--- config.mk ---
export PLATFORM = sky130hd
export DESIGN_NAME = xor_mismatch_monitor
export DESIGN_NICKNAME = d
export VERILOG_FILES = /design/src/rtl/xor_mismatch_monitor.sv
export SDC_FILE = /design/constraint.sdc
export NUM_CORES = 1
export LEC_CHECK = 0
export ABC_AREA = 0
export CORE_MARGIN = 8
export CORE_UTILIZATION = 55
export DETAILED_ROUTE_END_ITERATION = 7
export HOLD_SLACK_MARGIN = 0.15
export PLACE_DENSITY = 0.8
export SLEW_MARGIN = 20
export SYNTH_ARGS = -nofsm -noshare
export SYNTH_HDL_FRONTEND = slang
export SYNTH_SLANG_ARGS = --single-unit
export TNS_END_PERCENT = 30
--- constraint.sdc ---
create_clock -name clk -period 4.35 [get_ports clk]
set_clock_uncertainty 0.05 [all_clocks]
set_input_delay 0.87 -clock clk [delete_from_list [all_inputs] [get_ports clk]]
set_output_delay 0.87 -clock clk [all_outputs]
set_load 0.1 [all_outputs]
--- src/rtl/xor_mismatch_monitor.sv ---
// xor_mismatch_monitor
//
// Consumes the registered per-cycle mismatch bit (a^b) from the upstream XOR
// stage and keeps running statistics about it:
//   - the current run of consecutive mismatches (saturating),
//   - the total number of mismatches since reset/clear (saturating),
//   - the number of mismatches in the most recently completed window of
//     WINDOW valid samples,
//   - a sticky alarm raised when a mismatch run reaches RUN_THRESH.
//
// Ports:
//   clk            in   single clock, all state changes on the rising edge
//   areset         in   asynchronous active-high reset
//   in_valid       in   in_bit carries a sample this cycle
//   in_bit         in   mismatch bit (1 = a != b)
//   clear          in   synchronous clear of all statistics and the alarm
//   busy           out  FSM is not in IDLE
//   alarm          out  sticky run-threshold alarm (FSM in ALARM)
//   run_len        out  current consecutive-mismatch run, saturating
//   mismatch_total out  total mismatches since reset/clear, saturating
//   window_count   out  mismatches in the last completed window
//   window_done    out  one-cycle pulse when window_count updates
//
// Handshake: there is no back-pressure. A sample is consumed on every rising
// edge where in_valid=1 and clear=0; results of that sample are visible on
// the outputs in the following cycle. Priority: areset > clear > in_valid.
//
// All outputs are driven straight from flops. busy and alarm are registered
// from the next-state value so that they change in the same cycle as the
// state register itself.

module xor_mismatch_monitor #(
    parameter int CNT_W      = 8,
    parameter int RUN_THRESH = 4,
    parameter int WINDOW     = 16
) (
    input  logic             clk,
    input  logic             areset,
    input  logic             in_valid,
    input  logic             in_bit,
    input  logic             clear,
    output logic             busy,
    output logic             alarm,
    output logic [CNT_W-1:0] run_len,
    output logic [CNT_W-1:0] mismatch_total,
    output logic [CNT_W-1:0] window_count,
    output logic             window_done
);

    typedef enum logic [1:0] {
        IDLE    = 2'd0,
        MONITOR = 2'd1,
        ALARM   = 2'd2
    } state_t;

    localparam logic [CNT_W-1:0] CNT_MAX  = {CNT_W{1'b1}};
    localparam logic [CNT_W-1:0] THRESH_V = CNT_W'(RUN_THRESH);
    localparam logic [CNT_W-1:0] WIN_LAST = CNT_W'(WINDOW - 1);

    state_t           state, state_next;
    logic [CNT_W-1:0] run_q, run_next;
    logic [CNT_W-1:0] total_q, total_next;
    logic [CNT_W-1:0] pos_q, pos_next;
    logic [CNT_W-1:0] acc_q, acc_next;
    logic [CNT_W-1:0] wcount_q, wcount_next;
    logic             wdone_q, wdone_next;
    logic             busy_q, alarm_q;

    // State and statistics registers.
    always_ff @(posedge clk or posedge areset) begin
        if (areset) begin
            state    <= IDLE;
            run_q    <= '0;
            total_q  <= '0;
            pos_q    <= '0;
            acc_q    <= '0;
            wcount_q <= '0;
            wdone_q  <= 1'b0;
            busy_q   <= 1'b0;
            alarm_q  <= 1'b0;
        end else begin
            state    <= state_next;
            run_q    <= run_next;
            total_q  <= total_next;
            pos_q    <= pos_next;
            acc_q    <= acc_next;
            wcount_q <= wcount_next;
            wdone_q  <= wdone_next;
            busy_q   <= (state_next != IDLE);
            alarm_q  <= (state_next == ALARM);
        end
    end

    // Next-state and statistics update.
    always_comb begin
        state_next  = state;
        run_next    = run_q;
        total_next  = total_q;
        pos_next    = pos_q;
        acc_next    = acc_q;
        wcount_next = wcount_q;
        wdone_next  = 1'b0;

        if (clear) begin
            // A sample arriving together with clear is dropped.
            state_next  = IDLE;
            run_next    = '0;
            total_next  = '0;
            pos_next    = '0;
            acc_next    = '0;
            wcount_next = '0;
        end else if (in_valid) begin
            if (in_bit) begin
                run_next   = (run_q == CNT_MAX) ? run_q : run_q + 1'b1;
                total_next = (total_q == CNT_MAX) ? total_q : total_q + 1'b1;
            end else begin
                run_next = '0;
            end

            // Only valid samples move the window; idle cycles just stretch it.
            if (pos_q == WIN_LAST) begin
                wcount_next = acc_q + CNT_W'(in_bit);
                wdone_next  = 1'b1;
                pos_next    = '0;
                acc_next    = '0;
            end else begin
                pos_next = pos_q + 1'b1;
                acc_next = acc_q + CNT_W'(in_bit);
            end

            // The alarm compare uses the updated run. Once in ALARM the
            // state is sticky, so a run held at saturation cannot re-trigger.
            case (state)
                IDLE, MONITOR: state_next = (run_next == THRESH_V) ? ALARM : MONITOR;
                ALARM:         state_next = ALARM;
                default:       state_next = IDLE;
            endcase
        end
    end

    assign busy           = busy_q;
    assign alarm          = alarm_q;
    assign run_len        = run_q;
    assign mismatch_total = total_q;
    assign window_count   = wcount_q;
    assign window_done    = wdone_q;

endmodule

==> impl_metrics.json <==
{
  "async_flop_share_pct": 100,
  "cp_slowest_stage_delay_ns": 1.21,
  "n_fill_cell": 334,
  "synth_cells": 235,
  "met3_usage_pct": 3.13,
  "cp.arrival_ns": 2.02,
  "yosysWarnings": 0,
  "wire_per_inst_um": 14.5,
  "start_kind": "register",
  "clock_power_share_pct": 36.0,
  "clk_pin_slew_ns": 0.08,
  "max-cap-violations": 0,
  "slowest_stage": "clkdlybuf4s50_1",
  "synth_area_per_cell_um2": 9.72,
  "worst_ir_drop_vdd_uv": 152,
  "hp-class": "reg2reg",
  "cp_max_fo": 9,
  "clock_path_buffers": 2,
  "p_leak_nw": 1.13,
  "cts_tree": "yes",
  "wirelength_mm": 4.61,
  "viasPerCell": 5.73,
  "seqPwrFrac_pct": 54.7,
  "synthFlopType": "dfrtp_1",
  "antenna_found_initial": 0,
  "ys_top_cells_by_area": "dfrtp_1 (49%), nor2_1 (5.4%), xnor2_1 (4.6%)",
  "h-tree-depth": 2,
  "outcome": "finished clean",
  "yosysTopAreaCellShare_pct": 49.3,
  "drcViolationCount": 0,
  "io_pins": 32,
  "grt_pass1_vias": 1765,
  "combPwrFrac_pct": 9.3,
  "core_mm2": 0.00400,
  "setup_tns_ns": 0,
  "ys_ff_latch": 45,
  "ys_seq_area_share_pct": 49.3,
  "swShare_pct": 24.8,
  "top_usage_layer": "met2",
  "crit_path_end_kind": "output port",
  "drt_pass1_iterations": 5,
  "insertion_delay_ns": 0.30,
  "yosysUniqueCellTypes": 47,
  "num_vias": 1822,
  "clock-sinks": 45,
  "met2_usage_pct": 25.7,
  "crit_required_ns": 3.43,
  "grt_use_met1_pct": 19.4,
  "drive_gt1_share_pct": 9.33,
  "die_area_mm2": 0.00647,
  "worstPathCellList": "clkdlybuf4s50_1",
  "maxSlewHeadroom_pct": 34.5,
  "drt_iter0_markers": 127,
  "grt_pass1_wl_mm": 8.10,
  "setup_viol": 0,
  "cts_hold_buf": 0,
  "rsz0062_at_grt": "no",
  "dp_hpwl_mm": 3.35,
  "p_int_w": 0.000592,
  "diodes": 0,
  "cts_made_buffers": 5,
  "syn_nets": 245,
  "fmax_mhz": 340,
  "nets": 277,
  "floorplan.initialDensity_pct": 57.1,
  "grt_usage_pct": 15.4,
  "post-route-min-period_ns": 2.94,
  "worstSetupPathType": "reg2out",
  "cts-root-buf": "clkbuf_8",
  "final_util_pct": 68.2,
  "syn_to_final_growth_pct": 19.5,
  "final-hold-violation-count": 0,
  "grt_max_degree": 30,
  "finalMaxSlewViolations": 0,
  "cts.repair.resized": 0,
  "synth.most_common_cell": "dfrtp_1",
  "port_buffers": 31,
  "synth-edff-count": 0,
  "gp_congestion": 0.806,
  "switchingPower_w": 0.000196,
  "synthTopCellsByCount": "dfrtp_1 (45), nor2_1 (33), nand2_1 (27), nand3_1 (16), o21ai_1 (13)",
  "grt-ovfl-total": 0,
  "postCtsSetupBuffers": 0,
  "fp-row-count": 23,
  "r2r_slack_ns": 2.20,
  "fp.dieH_um": 80.4,
  "power.density_mw_per_mm2": 289,
  "seq_area_mm2": 0.00113,
  "multi_input_area_mm2": 0.00109,
  "crit_family": "buffers and inverters",
  "syn_area_mm2": 0.00228,
  "worst_pin_slew_ns": 0.980,
  "fin_crit_sh_pct": 67.6,
  "die_w_um": 80.4,
  "drtAntennaViolNets": 0,
  "yosys.area.top_type": "dfrtp_1",
  "crit_buf_inv": 1
}
==> placed cells by master, fill, tap and decap left out, types with 2 or more instances in the layout <==
cell             instances
a211oi_1                 4
a21bo_2                  2
a21oi_1                  4
a21oi_2                  2
a22o_1                   5
buf_4                    2
clkbuf_8                 7
clkdlybuf4s50_1         31
dfrtp_1                 45
ha_1                     5
inv_1                    2
mux2_2                   2
mux2i_1                  2
nand2_1                 27
nand2b_1                 2
nand3_1                 16
nand4_1                  4
nor2_1                  33
nor2b_1                  2
nor3_1                   2
nor4_1                   3
o21ai_0                 10
o21ai_1                 13
xnor2_1                 12
xor2_1                   8
==> metrics by stage <==
step	instance area (µm²)	total power, W	hold WS [ns]	setup slack (ns)	instances
floorplan	2280	0.000492	0.383	1.78	235
global placement	2620	0.000511	0.412	1.25	310
detailed placement	2620	0.000513	0.420	1.19	310
CTS	2730	0.000797	0.433	1.39	318
global route	2730	0.000820	0.467	1.33	318
finish	2730	0.000788	0.427	1.41	318
==> layout make-up <==
class | instances | share of cell area (%)
well taps | 50 | 2.29
inverters | 4 | 0.550
flip-flops and latches | 45 | 41.3
clock inverters | 1 | 0.321
multi-input cells | 178 | 40.1
repair buffers | 33 | 11.9
clock buffers | 7 | 3.53
==> power by group through the flow <==
stage	sequential [W]	clock, W	combinational [W]
finish	0.000431	0.000284	0.0000730
global route	0.000432	0.000307	0.0000806
CTS	0.000431	0.000292	0.0000741
detailed placement	0.000439	0	0.0000739
global placement	0.000439	0	0.0000727
floorplan	0.000456	0	0.0000362
==> state kept, by name, indices dropped and copies added, names as in the netlist <==
name            count
window_count        8
mismatch_total      8
state               2
acc_q               8
busy                1
pos_q               8
window_done         1
alarm               1
run_len             8
==> metal layers <==
layer	routed length [µm]	share of wire, %
met4	38	0.82
met5	0	0
met1	2230	48
met3	179	3.9
met2	2170	47
==> final timing paths <==
| check | from | to | cells after the start |
|---|---|---|---|
| max | run_len[0]$_DFFE_PP0P_ | run_len[0] | 1 |
| min reg2reg | pos_q[7]$_DFFE_PP0P_ | pos_q[7]$_DFFE_PP0P_ | 1 |
| min in group asynchronous | areset | state[0]$_DFF_PP0_ | 2 |
| max in group asynchronous | areset | alarm$_DFF_PP0_ | 3 |
| min | pos_q[7]$_DFFE_PP0P_ | pos_q[7]$_DFFE_PP0P_ | 1 |
| max reg2reg | run_len[1]$_DFFE_PP0P_ | state[0]$_DFF_PP0_ | 6 |
==> cells by family after synthesis <==
group | count (synthesis) | share of synthesized area (%)
muxes | 4 | 1.86
buffers and inverters | 12 | 2.79
and+or+nand+nor | 99 | 20.6
DFF | 45 | 49.3
adders and majority gates | 5 | 2.74
AOI/OAI and AO/OA | 50 | 15.0
xor gates and xnor gates | 20 | 7.67
(Power assumes the default switching activity.)
